===== config.mk =====
export PLATFORM = sky130hd
export DESIGN_NAME = mem_arbiter
export DESIGN_NICKNAME = d
export VERILOG_FILES = /design/src/rtl/cpu_types_pkg.sv /design/src/rtl/mem_timeout_counter.sv /design/src/rtl/mem_arbiter.sv
export SDC_FILE = /design/constraint.sdc
export NUM_CORES = 1
export LEC_CHECK = 0
export ABC_AREA = 1
export CORE_AREA = 2 2 103 105
export DETAILED_ROUTE_END_ITERATION = 10
export DIE_AREA = 0 0 105 107
export HOLD_SLACK_MARGIN = 0.08
export PLACE_DENSITY_LB_ADDON = 0.08
export SETUP_SLACK_MARGIN = 0.1
export SLEW_MARGIN = 20
export SYNTH_ARGS = -nofsm -noshare
export SYNTH_HDL_FRONTEND = slang
export SYNTH_SLANG_ARGS = --single-unit
export TNS_END_PERCENT = 50

===== constraint.sdc =====
create_clock -name CLK -period 1.65 [get_ports CLK]
set_input_delay 0.2475 -clock CLK [delete_from_list [all_inputs] [get_ports CLK]]
set_output_delay 0.2475 -clock CLK [all_outputs]
set_load 0.01 [all_outputs]

===== src/rtl/cpu_types_pkg.sv =====
// Shared CPU types used by the memory arbiter and its helpers.
//   word_t      : 32-bit machine word
//   ramstate_t  : unified RAM handshake state reported by the RAM model
//   arb_state_t : arbiter FSM state
package cpu_types_pkg;

    typedef logic [31:0] word_t;

    typedef enum logic [1:0] {
        FREE   = 2'd0,
        BUSY   = 2'd1,
        ACCESS = 2'd2,
        ERROR  = 2'd3
    } ramstate_t;

    typedef enum logic [1:0] {
        IDLE = 2'd0,
        IGNT = 2'd1,
        DGNT = 2'd2
    } arb_state_t;

endpackage


===== src/rtl/mem_timeout_counter.sv =====
// Watchdog for a RAM grant that never sees ACCESS.
//   CLK, nRST : clock, async active-low reset
//   clr       : zero the count (held while the arbiter is idle)
//   en        : a grant cycle that did not complete
//   expired   : this enabled cycle is the TIMEOUT-th without completion
module mem_timeout_counter #(
    parameter int TIMEOUT = 64
) (
    input  logic CLK,
    input  logic nRST,
    input  logic clr,
    input  logic en,
    output logic expired
);

    localparam int W = $clog2(TIMEOUT + 1);
    localparam logic [W-1:0] LIMIT = W'(TIMEOUT);
    localparam logic [W-1:0] LAST  = W'(TIMEOUT - 1);

    logic [W-1:0] count;

    always_ff @(posedge CLK or negedge nRST) begin
        if (!nRST)
            count <= '0;
        else if (clr)
            count <= '0;
        else if (en && (count != LIMIT))
            count <= count + W'(1);
    end

    // Flag the expiring cycle itself so the arbiter leaves the grant after
    // exactly TIMEOUT waiting cycles rather than one cycle later.
    assign expired = en && (count >= LAST);

endmodule


===== src/rtl/mem_arbiter.sv =====
// Arbiter for the single unified RAM port shared by instruction fetch and
// data access. Priority alternates under contention; a watchdog aborts a
// grant the RAM never answers and sets the sticky memerr flag.
//   CLK, nRST                 : clock, async active-low reset
//   iREN, iaddr / iwait, iload: instruction requester
//   dREN, dWEN, daddr, dstore / dwait, dload : data requester
//   ramREN, ramWEN, ramaddr, ramstore / ramload, ramstate : RAM port
//   memerr                    : sticky timeout flag, cleared by reset only
//
// state | meaning
// IDLE  | no grant, RAM port quiet, arbitrating
// IGNT  | instruction side drives the RAM port
// DGNT  | data side drives the RAM port
module mem_arbiter
    import cpu_types_pkg::*;
#(
    parameter int TIMEOUT = 64
) (
    input  logic      CLK,
    input  logic      nRST,
    input  logic      iREN,
    input  word_t     iaddr,
    output logic      iwait,
    output word_t     iload,
    input  logic      dREN,
    input  logic      dWEN,
    input  word_t     daddr,
    input  word_t     dstore,
    output logic      dwait,
    output word_t     dload,
    output logic      ramREN,
    output logic      ramWEN,
    output word_t     ramaddr,
    output word_t     ramstore,
    input  word_t     ramload,
    input  ramstate_t ramstate,
    output logic      memerr
);

    arb_state_t state, state_nxt;
    logic       last_d, last_d_nxt;
    logic       memerr_set;
    logic       d_req;
    logic       access;
    logic       expired;

    assign d_req  = dREN | dWEN;
    assign access = (ramstate == ACCESS);
    assign iload  = ramload;
    assign dload  = ramload;

    // ACCESS masks the enable, so a completion always beats a timeout.
    mem_timeout_counter #(.TIMEOUT(TIMEOUT)) u_timeout (
        .CLK     (CLK),
        .nRST    (nRST),
        .clr     (state == IDLE),
        .en      ((state != IDLE) && !access),
        .expired (expired)
    );

    always_ff @(posedge CLK or negedge nRST) begin
        if (!nRST) begin
            state  <= IDLE;
            last_d <= 1'b0;
            memerr <= 1'b0;
        end else begin
            state  <= state_nxt;
            last_d <= last_d_nxt;
            if (memerr_set)
                memerr <= 1'b1;
        end
    end

    always_comb begin
        state_nxt  = state;
        last_d_nxt = last_d;
        memerr_set = 1'b0;
        ramREN     = 1'b0;
        ramWEN     = 1'b0;
        ramaddr    = '0;
        ramstore   = '0;
        iwait      = 1'b1;
        dwait      = 1'b1;
        case (state)
            IDLE: begin
                if (d_req && (!last_d || !iREN)) begin
                    state_nxt  = DGNT;
                    last_d_nxt = 1'b1;
                end else if (iREN) begin
                    state_nxt  = IGNT;
                    last_d_nxt = 1'b0;
                end
            end
            IGNT: begin
                ramaddr = iaddr;
                ramREN  = iREN;   // drops at once if the fetch is withdrawn
                if (!iREN) begin
                    state_nxt = IDLE;
                end else if (access) begin
                    iwait     = 1'b0;
                    state_nxt = IDLE;
                end else if (expired) begin
                    memerr_set = 1'b1;
                    state_nxt  = IDLE;
                end
            end
            DGNT: begin
                ramaddr  = daddr;
                ramstore = dstore;
                ramWEN   = dWEN;
                ramREN   = dREN & ~dWEN;
                if (!d_req) begin
                    state_nxt = IDLE;
                end else if (access) begin
                    dwait     = 1'b0;
                    state_nxt = IDLE;
                end else if (expired) begin
                    memerr_set = 1'b1;
                    state_nxt  = IDLE;
                end
            end
            default: state_nxt = IDLE;
        endcase
    end

endmodule


# Word-level counts from Yosys, hierarchy flattened
# Cells that the tools add are included.
# W data, S select, Z words.
# word_totals
out_inout_bits	133
inputBits	135
regBits	11
# op_classes
n_addsub	1
n_lt_le_gt_ge	1
n_reduce_logical	13
mux	25
bitwise_logic	3
eq_ne	5
# op_table
cell	n
$pmux W32 S2	1
$mux W32	1
$mux W7	2
$mux W1	12
$mux W2	6
$add A7 B1 Y7 const B	1
$ge A7 B6 Y1 const B	1
$ne A7 B7 Y1 const B	1
$pmux W2 S3	1
$reduce_bool A2 Y1	3
$eq A2 B2 Y1 const B	2
$logic_and A1 B1 Y1	4
$pmux W1 S2	2
$logic_not A1 Y1	3
$ne A3 B3 Y1 const B	1
$eq A2 B1 Y1 const B	1
$logic_not A2 Y1	1
$reduce_and A2 Y1	1
$and A1 B1 Y1	1
$logic_or A1 B1 Y1	1
$not A1 Y1	1
$or A1 B1 Y1	1

# Depth between registers and ports, before layout
# Gate-level depths: netlist (run 1).
# logic_depth
ltp_word	8
depth_mapped	11

# Cells and area by module
# A second synthesis (run 1) with hierarchy kept.
# unflattened
hier_cells	353
area_unflattened_um2	1994.4
# by_module_without_submodules
mod	instances	area_each_um2	seq_area_each_um2	cells_each
mem_arbiter	1	1541.5	100.1	292
mem_timeout_counter	1	452.9	175.2	61

# Least setup slack after synthesis (run 1)
# OpenSTA, ideal clock, no wires.
# synth_timing
kind	reg2out
start	register state[0]
end	output ramaddr[0]
n_path_buf	2
path_slack_ns	0.100
required_time_ns	1.402
arrival_time_ns	1.302
path_stages_with_launch	7
cell_sequence	dfrtp_1 inv_1 ha_1 buf_2 buf_2 nand2_1 a21oi_1
# synth_between
elab_chain_cells	2
# synth_rtl
element	line_no	rtl
start, declared	mem_arbiter.sv:40	arb_state_t state, state_nxt;
start signal, assigned	mem_arbiter.sv:67	state <= state_nxt;
$eq A2 B2 Y1 / $eq A2 B1 Y1 (equally long branches)	mem_arbiter.sv:84	case (state)
$pmux W32 S2 (*)	mem_arbiter.sv:84	
end, declared	mem_arbiter.sv:33	output word_t ramaddr,
# Every way passes the cells marked *; elsewhere a longest branch is shown, timed or not.

# Final worst setup path (run 1)
# layout_timing
start	register state[0]
end	output ramaddr[30]
# The elaborated chain is that of the path after synthesis.

==> impl_metrics.py, run 1 <==
metrics = {
    "power": {
        "power.density_mw_per_mm2": 1340,
        "peakVddDrop_uv": 630,
        "p_total_mw": 5.18,
        "power.leakage_nw": 1.96,
    },
    "hold_path": {
        "hold_class": "input pin to asynchronous set/reset pin",
    },
    "yosys": {
        "ys_ff_latch": 11,
        "synth_area_leaders": "buf_4, nand2_1, dfrtp_1",
        "avgSynthCellArea_sq_um": 5.64,
        "syn-num-nets": 486,
        "ys_warn_count": 0,
        "synth.top_cell.area_share_pct": 24.7,
        "syn-cell-area_sq_mm": 0.00194,
        "ys_seq_area_share_pct": 14.2,
        "yosysUniqueCellTypes": 23,
        "yosysTopAreaCell": "buf_4",
        "syn_inst": 345,
    },
    "floorplan": {
        "pin_count": 268,
        "die-width_um": 105,
        "start_util_pct": 19.3,
        "core_sq_mm": 0.0101,
        "die_h_um": 107,
        "rows": 37,
        "dieArea_sq_mm": 0.0112,
    },
    "final_layout": {
        "final_common_cell": "nand2_1",
        "drive_gt1_share_pct": 37.3,
        "layout.nets": 625,
        "mostFrequentLayoutCells": "nand2_1, clkdlybuf4s50_1, buf_2",
        "antenna_cells": 0,
        "num-fill-cells": 1103,
        "finish.utilization_pct": 38.2,
        "area_growth_syn_to_layout_pct": 98.5,
    },
    "detailed_routing": {
        "vias": 2507,
        "routed_via_density": 4.05,
        "dr.pass1.iters": 4,
        "drtAntennaViolNets": 0,
        "routed_wl_mm": 9.48,
        "drt_iter0_drc": 112,
        "drcViolationCount": 0,
        "avgRoutedWirePerCell_um": 15.3,
    },
    "status": {
        "violations": "setup timing",
        "status": "finished, violations left",
    },
    "worst_setup_path": {
        "critPathMaxStageDelay_ns": 0.36,
        "slowest_stage": "dfrtp_1",
        "end_kind": "output pin",
        "worstPathRequired_ns": 1.40,
        "crit_path_start_kind": "flip-flop",
        "cp_cell_sequence": "inv_2, buf_12, ha_4, inv_8, clkbuf_16, a21oi_4, buf_6",
        "crit_arrival_ns": 1.55,
        "crit_path_max_fanout": 6,
        "critical_path_class": "flip-flop to output pin",
    },
    "global_route": {
        "first_global_vias": 2405,
        "globalRouteMet2Util_pct": 24.5,
        "grt_max_degree": 20,
        "grt-ovfl-total": 0,
        "grt_use_total_pct": 15.3,
        "antenna_found_initial": 0,
        "use_met1_pct": 20.5,
        "grt_use_met3_pct": 5.23,
        "grt_pass1_wl_mm": 13.8,
        "grt.busiest_layer": "met2",
    },
    "clock_tree": {
        "hold_buffers": 0,
        "cts_sinks": 11,
        "clockRootBuffer": "clkbuf_8",
        "clk_latency_ns": 0.24,
        "cts.clk_slew.worst_paths_ns": 0.06,
        "cts_tree": "yes",
        "h-tree-depth": 1,
        "clk_path_buf_depth": 2,
        "cts_buffers": 3,
    },
    "timing": {
        "finalCritPeriodShare_pct": 109,
        "finalSetupViolations": 66,
        "finalCriticalPeriod_ns": 1.80,
        "fin_ws_ns": -0.152,
        "timing_hold_violations_final": 0,
        "relSlewSlack_pct": 64.4,
        "finClkSkew_ns": 0.00324,
        "fmax_ghz": 0.555,
        "worst_pin_slew_ns": 0.532,
        "drv_slew": 0,
        "rsz0062_at_grt": "true",
    },
    "placed_design": {
        "gp_congestion": 0.807,
        "portBuffers": 171,
        "dp_hpwl_mm": 6.97,
    },
    "run": {
        "drv_cap": 0,
    },
}
==> registers in the layout, summed over array words and instances (netlist names) <==
register / flops
u_timeout.count: 7
last_d: 1
state: 2
memerr: 1
==> kinds of logic after synthesis <==
kind of cell,after synthesis,share of synthesized area (%)
xor+xnor,2,0.901
compound gates,43,11.3
simple gates,156,32.3
buf+inv,127,37.5
fa+ha+maj,6,3.86
flops,11,14.2
==> worst paths after layout <==
check	slack (ns)	from	cells after the start	end
min in group CLK	0.48	memerr$_DFFE_PN0P_	1	memerr$_DFFE_PN0P_
worst min register to register	0.48	memerr$_DFFE_PN0P_	1	memerr$_DFFE_PN0P_
worst min-delay path	0.35	nRST	1	u_timeout.count[4]$_DFFE_PN0P_
worst max-delay path	-0.15	state[0]$_DFFE_PN0P_	7	ramaddr[30]
max in group asynchronous	0.94	nRST	1	state[1]$_DFFE_PN0P_
worst max register to register	-0.05	state[1]$_DFFE_PN0P_	13	state[1]$_DFFE_PN0P_
==> critical path, delay by kind of cell, from the launching register on <==
kind | cells | cell delay, ns
flops | 1 | 0.36
compound gates | 1 | 0.13
fa+ha+maj | 1 | 0.29
buf+inv | 5 | 0.54
==> synth_stat cells <==
cell type and number:
inv_2 1, buf_1 4, nor3_1 3, nand2_2 3
o22ai_1 1, nand2_1 124, inv_1 48, buf_4 64
o21ai_0 5, ha_1 6, o21bai_1 1, nand3_2 1
nor2_1 14, nor2_2 2, dfrtp_1 11, or2_2 1
nand3_1 6, nand4_1 1, a21oi_1 34, xor2_1 2
o21ai_1 2, nor2_4 1, buf_2 10
==> area by class of cell <==
cell class	instances	area (sq um)	share of cell area [%]
inverter	49	191	4.96
clock buffer	4	45.0	1.17
multi-input combinational	207	1190	30.9
timing repair buffer	212	1990	51.5
tap	136	170	4.41
sequential	11	275	7.13
==> timing repair <==
item	4_1_cts	5_1_grt
gates resized for setup	337	49
cloned	4	3
endpoints found under the setup margin	71	71
pin swaps	17	6
setup buffers	7	8
==> through the flow <==
stage          setup WS [ns]  setup TNS [ns]  hold WS (ns)  area [sq um]  cells
2_1_floorplan          0.100               0       -0.0481          1940    345
3_3_place_gp          -0.452          -19.39         0.466          3470    594
3_5_place_dp          -0.438          -20.35         0.470          3470    594
4_1_cts               -0.160           -5.66         0.380          3560    609
5_1_grt               -0.239          -10.91         0.392          3860    619
6_report              -0.152           -6.30         0.354          3860    619
==> where the power goes <==
group | internal [mW] | total (mW) | leakage [nW] | switching (mW)
combinational | 2.25 | 4.50 | 1.79 | 2.25
sequential | 0.336 | 0.398 | 0.146 | 0.0622
clock | 0.170 | 0.282 | 0.0228 | 0.112
total | 2.75 | 5.18 | 1.96 | 2.42
==> layer usage <==
metal / vias up / wire length (um) / share of wire [%]
li1: 1250 / - / -
met1: 1111 / 4180 / 44
met2: 142 / 4450 / 47
met3: 4 / 808 / 8.5
met4: 0 / 41 / 0.43
met5: - / 0 / 0
No activity file was read; power rests on OpenSTA's default activity.
==> run 2, diff against run 1 <==
- CELL_PAD_IN_SITES_DETAIL_PLACEMENT: not set -> 2
- CELL_PAD_IN_SITES_GLOBAL_PLACEMENT: not set -> 2
- CORE_AREA: 2 2 103 105 -> not set
- CORE_ASPECT_RATIO: not set -> 1.1
- CORE_MARGIN: not set -> 2
- CORE_UTILIZATION: not set -> 10
- DIE_AREA: 0 0 105 107 -> not set
- clock period: 1.65 -> 1.7 ns (I/O delays scaled with it)
==> run 2 against run 1 <==
Net effect:
- the flow still finishes with violations (setup timing)
- critical endpoint is now ramaddr[26]
- largest cell class unchanged
- flip-flop and latch count stayed put
- utilization fell by 16 points
- count of clock-buffer cells in the layout unchanged
- setup slack better by 0.010 ns
- register-to-register slack better by 0.04 ns
- combinational power rose by 2%
- die area rose by 83%
- sequential share of layout area decreased by 0.52 points
==> impl_metrics.py, run 2 (synthesis gave the netlist of run 1 again) <==
metrics = {
    "power": {
        "power.density_mw_per_mm2": 1300,
        "p_clk_share_pct": 8.1,
        "p_int_mw": 2.88,
        "p_seq_share_pct": 7.2,
        "power_switching_mw": 2.52,
        "combPwrFrac_pct": 84.7,
        "power.leakage_nw": 2.05,
        "peakVddDrop_uv": 456,
        "swShare_pct": 46.7,
    },
    "timing": {
        "relSlewSlack_pct": 60.5,
        "finClkSkew_ns": 0.00239,
        "worst_pin_slew_ns": 0.591,
        "fmax_ghz": 0.543,
        "finalCriticalPeriod_ns": 1.84,
        "finalSetupViolations": 54,
        "finalCritPeriodShare_pct": 108,
        "fin_ws_ns": -0.142,
        "rsz0062_at_grt": "true",
        "drv_slew": 0,
        "fin_setup_tns_ns": -3.74,
        "timing_hold_violations_final": 0,
    },
    "final_layout": {
        "finish.utilization_pct": 21.8,
        "layout.nets": 627,
        "antenna_cells": 0,
        "largest_reg_flops": 7,
        "largest_registers": "u_timeout.count: 7 flops, state: 2 flops",
        "drive_gt1_share_pct": 41.2,
        "mostFrequentLayoutCells": "clkdlybuf4s50_1, nand2_1, buf_2",
        "area_growth_syn_to_layout_pct": 114,
        "final_common_cell": "clkdlybuf4s50_1",
        "regMostFlops": "u_timeout.count",
    },
    "floorplan": {
        "die-width_um": 137,
        "die_h_um": 150,
        "pin_count": 268,
        "rows": 53,
        "core_sq_mm": 0.0191,
        "dieArea_sq_mm": 0.0206,
        "start_util_pct": 10.2,
    },
    "clock_tree": {
        "cts_tree": "yes",
        "clk_latency_ns": 0.24,
        "clockRootBuffer": "clkbuf_16",
        "clk_path_buf_depth": 2,
        "cts_buffers": 3,
        "cts.clk_slew.worst_paths_ns": 0.04,
        "h-tree-depth": 1,
        "cts_sinks": 11,
        "hold_buffers": 0,
    },
    "worst_setup_path": {
        "end_kind": "output pin",
        "critical_path_class": "flip-flop to output pin",
        "cp_cell_sequence": "inv_2, ha_1, inv_4, clkbuf_16, a21oi_1, buf_2",
        "crit_arrival_ns": 1.59,
        "r2r_start": "state[1]$_DFFE_PN0P_",
        "path_depth": 6,
        "cp_num_buf_inv": 4,
        "crit_path_max_fanout": 11,
        "critPathMaxStageDelay_ns": 0.39,
        "r2r_cells": 13,
        "slowest_stage": "dfrtp_1",
        "crit_path_start_kind": "flip-flop",
        "crit_family": "buffers and inverters",
        "crit_start": "state[1]$_DFFE_PN0P_",
        "worstPathRequired_ns": 1.44,
    },
    "status": {
        "violations": "setup timing",
        "status": "finished, violations left",
    },
    "detailed_routing": {
        "routed_wl_mm": 12.4,
        "routed_via_density": 3.59,
        "vias": 2627,
        "drt_iter0_drc": 40,
        "avgRoutedWirePerCell_um": 17.0,
        "drcViolationCount": 0,
        "dr.pass1.iters": 4,
        "drtAntennaViolNets": 0,
    },
    "placed_design": {
        "dp_hpwl_mm": 9.39,
        "gp_congestion": 0.688,
        "portBuffers": 171,
        "pre_cts_slack_ns": -0.396,
    },
    "global_route": {
        "antenna_found_initial": 2,
        "grt_pass1_wl_mm": 17.0,
        "grt_use_total_pct": 10.8,
        "grt_max_degree": 23,
        "first_global_vias": 2724,
        "grt-ovfl-total": 0,
    },
    "run": {
        "drv_cap": 0,
    },
    "hold_path": {
        "hold_class": "input pin to asynchronous set/reset pin",
    },
}
[run 2: cell count changes in the layout (fill, tap and decap cells not counted), moves of 4 or more]
cell / delta
buf_2: -13
clkbuf_16: +4
buf_6: +13
buf_4: +5
buf_8: -4
nand2_1: -19
a21oi_2: -5
inv_2: +7
nand2_4: +9
nand2_2: +10
a21oi_1: +8
inv_1: -7
[run 2: final timing paths]
kind	endpoint	slack, ns
worst max-delay path	ramaddr[26]	-0.14
worst min-delay path	u_timeout.count[4]$_DFFE_PN0P_	0.39
worst max register to register	state[1]$_DFFE_PN0P_	-0.01
worst min register to register	memerr$_DFFE_PN0P_	0.48
max in group asynchronous	state[1]$_DFFE_PN0P_	0.92
min in group CLK	memerr$_DFFE_PN0P_	0.48
[run 2: routing by layer]
layer,share of wire (%),GRT usage (%),vias to the layer above
met1,41,13.8,1241
met3,9.7,3.23,16
met4,0.73,1.44,2
met5,0.10,0,-
li1,-,-,1255
met2,48,18.4,113
[run 2: what timing repair did]
action	4_1_cts	5_1_grt
gates cloned	3	3
setup endpoints to repair	70	75
pin swaps	3	11
gates resized for setup	328	94
setup buffers	10	6
[run 2: worst register-to-register path, cell delays in order (launching register included)]
cell and delay (ns):
dfrtp_1 0.40, buf_6 0.13, ha_4 0.18, buf_12 0.15, buf_4 0.14, nand2_4 0.07, nand2_4 0.07, buf_6 0.12
nor2_4 0.08, nor3_1 0.05, nand2_1 0.06, nand2_1 0.04, nand2_1 0.06, nand2_1 0.06
[run 2: through the flow]
| stage | hold slack (ns) | cell area (sq um) | total power [mW] | instances |
|---|---|---|---|---|
| global placement | 0.480 | 3630 | 3.89 | 706 |
| global route | 0.446 | 4170 | 5.85 | 732 |
| finish | 0.395 | 4170 | 5.40 | 732 |
| floorplan | -0.0406 | 1940 | 1.98 | 345 |
| CTS | 0.423 | 3760 | 4.77 | 723 |
| detailed placement | 0.473 | 3630 | 3.92 | 706 |
[run 2: final cells by class]
class / count / area, sq um
clock buffer: 4 / 78.8
multi-input combinational: 207 / 1230
sequential: 11 / 275
inverter: 49 / 186
tap: 247 / 309
timing repair buffer: 214 / 2080
fill: 2260 / 14900
[run 2: power by group through the flow]
stage | Combinational (mW) | Clock (mW) | Sequential, mW
finish | 4.58 | 0.436 | 0.388
floorplan | 1.60 | 0 | 0.380
global route | 4.98 | 0.463 | 0.401
global placement | 3.51 | 0 | 0.388
CTS | 3.93 | 0.449 | 0.389
detailed placement | 3.53 | 0 | 0.392
==> run 3, diff against run 2 <==
- CORE_MARGIN: 2 -> 10
- RECOVER_POWER: not set -> 50
==> run 3 against run 2 <==
Net effect:
- the run still ends with setup timing left
- wire length increased by 15%
- power increased by 19%
- via count increased by 1.4%
- sequential power about the same
- first-iteration DRC count increased by 25%
- register-to-register slack about the same
- maximum frequency decreased by 1.6%
- clock skew increased by 0.0018 ns
- flip-flop and latch count unchanged
- critical endpoint is now ramaddr[19]
- critical path depth increased by 2
- global-route usage decreased by 0.48 points
==> impl_metrics.py, run 3 (synthesis gave the netlist of run 1 again) <==
metrics = {
    "worst_setup_path": {
        "slowest_stage": "dfrtp_1",
        "cp_common_cell": "buf_12",
        "endpoint": "ramaddr[19]",
        "cp_cell_sequence": "inv_2, ha_4, buf_12, buf_12, clkbuf_16, nand2_1, a21oi_1, buf_2",
        "crit_start": "state[0]$_DFFE_PN0P_",
        "critPathMaxStageDelay_ns": 0.39,
        "crit_family": "buffers and inverters",
        "r2r_start": "state[1]$_DFFE_PN0P_",
        "end_kind": "output pin",
        "critical_path_class": "flip-flop to output pin",
        "worstPathRequired_ns": 1.44,
        "cp_num_buf_inv": 5,
        "path_depth": 8,
        "crit_path_max_fanout": 6,
        "crit_arrival_ns": 1.62,
        "r2r_cells": 13,
        "ff2ff_setup_slack_ns": -0.01,
        "r2r_end": "state[0]$_DFFE_PN0P_",
        "crit_path_start_kind": "flip-flop",
    },
    "timing": {
        "finalCriticalPeriod_ns": 1.87,
        "drv_slew": 0,
        "relSlewSlack_pct": 60.8,
        "fmax_ghz": 0.534,
        "holdWs_ns": 0.389,
        "finalCritPeriodShare_pct": 110,
        "finalSetupViolations": 69,
        "timing_hold_violations_final": 0,
        "fin_ws_ns": -0.173,
        "rsz0062_at_grt": "true",
        "finClkSkew_ns": 0.00418,
        "worst_pin_slew_ns": 0.587,
    },
    "final_layout": {
        "largest_reg_flops": 7,
        "regMostFlops": "u_timeout.count",
        "largest_registers": "u_timeout.count: 7 flops, state: 2 flops",
        "layout.nets": 634,
        "finish.utilization_pct": 23.6,
        "fin_area_sq_mm": 0.00451,
        "antenna_cells": 0,
        "area_growth_syn_to_layout_pct": 132,
        "num-fill-cells": 2209,
        "drive_gt1_share_pct": 50.8,
        "final_common_cell": "clkdlybuf4s50_1",
        "mostFrequentLayoutCells": "clkdlybuf4s50_1, nand2_1, nand2_2, buf_6, buf_2",
    },
    "detailed_routing": {
        "vias": 2665,
        "drtAntennaViolNets": 0,
        "drt_iter0_drc": 50,
        "routed_wl_mm": 14.2,
        "drcViolationCount": 0,
        "dr.pass1.iters": 4,
        "routed_via_density": 3.61,
        "avgRoutedWirePerCell_um": 19.2,
    },
    "clock_tree": {
        "cts_tree": "yes",
        "cts_sinks": 11,
        "clk_path_buf_depth": 2,
        "clockRootBuffer": "clkbuf_16",
        "cts.clk_slew.worst_paths_ns": 0.05,
        "cts_buffers": 3,
        "h-tree-depth": 1,
        "clk_latency_ns": 0.24,
    },
    "power": {
        "power.leakage_nw": 2.16,
        "power.density_mw_per_mm2": 1420,
        "peakVddDrop_uv": 458,
    },
    "placed_design": {
        "dpl_cell_area_sq_mm": 0.00363,
        "pre_cts_slack_ns": -0.415,
        "dp_hpwl_mm": 11.0,
        "portBuffers": 171,
        "gp_congestion": 0.729,
    },
    "global_route": {
        "antenna_found_initial": 3,
        "grt-ovfl-total": 0,
        "grt_max_degree": 24,
        "grt_pass1_wl_mm": 20.3,
        "first_global_vias": 2781,
        "grt_use_total_pct": 10.4,
    },
    "floorplan": {
        "core_sq_mm": 0.0191,
        "die_h_um": 166,
        "dieArea_sq_mm": 0.0254,
        "rows": 53,
        "pin_count": 268,
        "die-width_um": 153,
        "start_util_pct": 10.2,
    },
    "status": {
        "violations": "setup timing",
        "status": "finished, violations left",
    },
    "run": {
        "drv_cap": 0,
    },
    "hold_path": {
        "hold_class": "input pin to asynchronous set/reset pin",
    },
}
==> run 3: routing by layer <==
layer  share of wire, %  track usage, %  wire length, um
met2                 44            16.3             6320
met3                8.3            4.12             1190
met1                 47            13.6             6640
met4               0.27           0.581               39
met5               0.22               0               31
==> run 3: timing repair <==
action | CTS | global route
cloned | 7 | 1
setup buffers | 18 | 3
hold endpoints to repair | 0 | 0
gates resized for setup | 388 | 106
hold buffers | 0 | 0
pin swaps | 10 | 16
setup endpoints to repair | 70 | 71
==> run 3: cell type report <==
cell class / count / area, sq um / area share [%]
inverter: 49 / 191 / 4.25
tap: 247 / 309 / 6.86
multi-input combinational: 207 / 1380 / 30.6
sequential: 11 / 275 / 6.11
clock buffer: 4 / 78.8 / 1.75
timing repair buffer: 221 / 2270 / 50.4
==> run 3: worst reg2reg max path: cells and delay by family, from the launching register on <==
kind	cells	cell delay, ns
DFF	1	0.40
buffers and inverters	4	0.54
adders and majority gates	1	0.17
and+or+nand+nor	8	0.49
==> run 3: report_power, final <==
group          switching [mW]  internal, mW  leakage, nW
logic                    2.74          2.84         1.98
clock network           0.129         0.316       0.0382
registers              0.0605         0.327        0.146
==> run 3: metrics by stage <==
stage               instances  setup TNS (ns)  total power [mW]
finish                    739           -7.83              6.41
global route              739          -12.23              6.88
CTS                       735           -8.53              5.85
detailed placement        706          -19.82              3.96
global placement          706          -16.67              3.96
floorplan                 345               0              1.98
==> run 3: how the worst min path moves through the flow <==
stage | endpoint | startpoint | slack (ns) | cells after the start
floorplan | last_d$_DFFE_PN0P_ | nRST | -0.04 | 0
global placement | memerr$_DFFE_PN0P_ | memerr$_DFFE_PN0P_ | 0.48 | 1
detailed placement | memerr$_DFFE_PN0P_ | memerr$_DFFE_PN0P_ | 0.47 | 1
CTS | u_timeout.count[4]$_DFFE_PN0P_ | nRST | 0.43 | 1
global route | u_timeout.count[4]$_DFFE_PN0P_ | nRST | 0.46 | 1
finish | u_timeout.count[4]$_DFFE_PN0P_ | nRST | 0.39 | 1
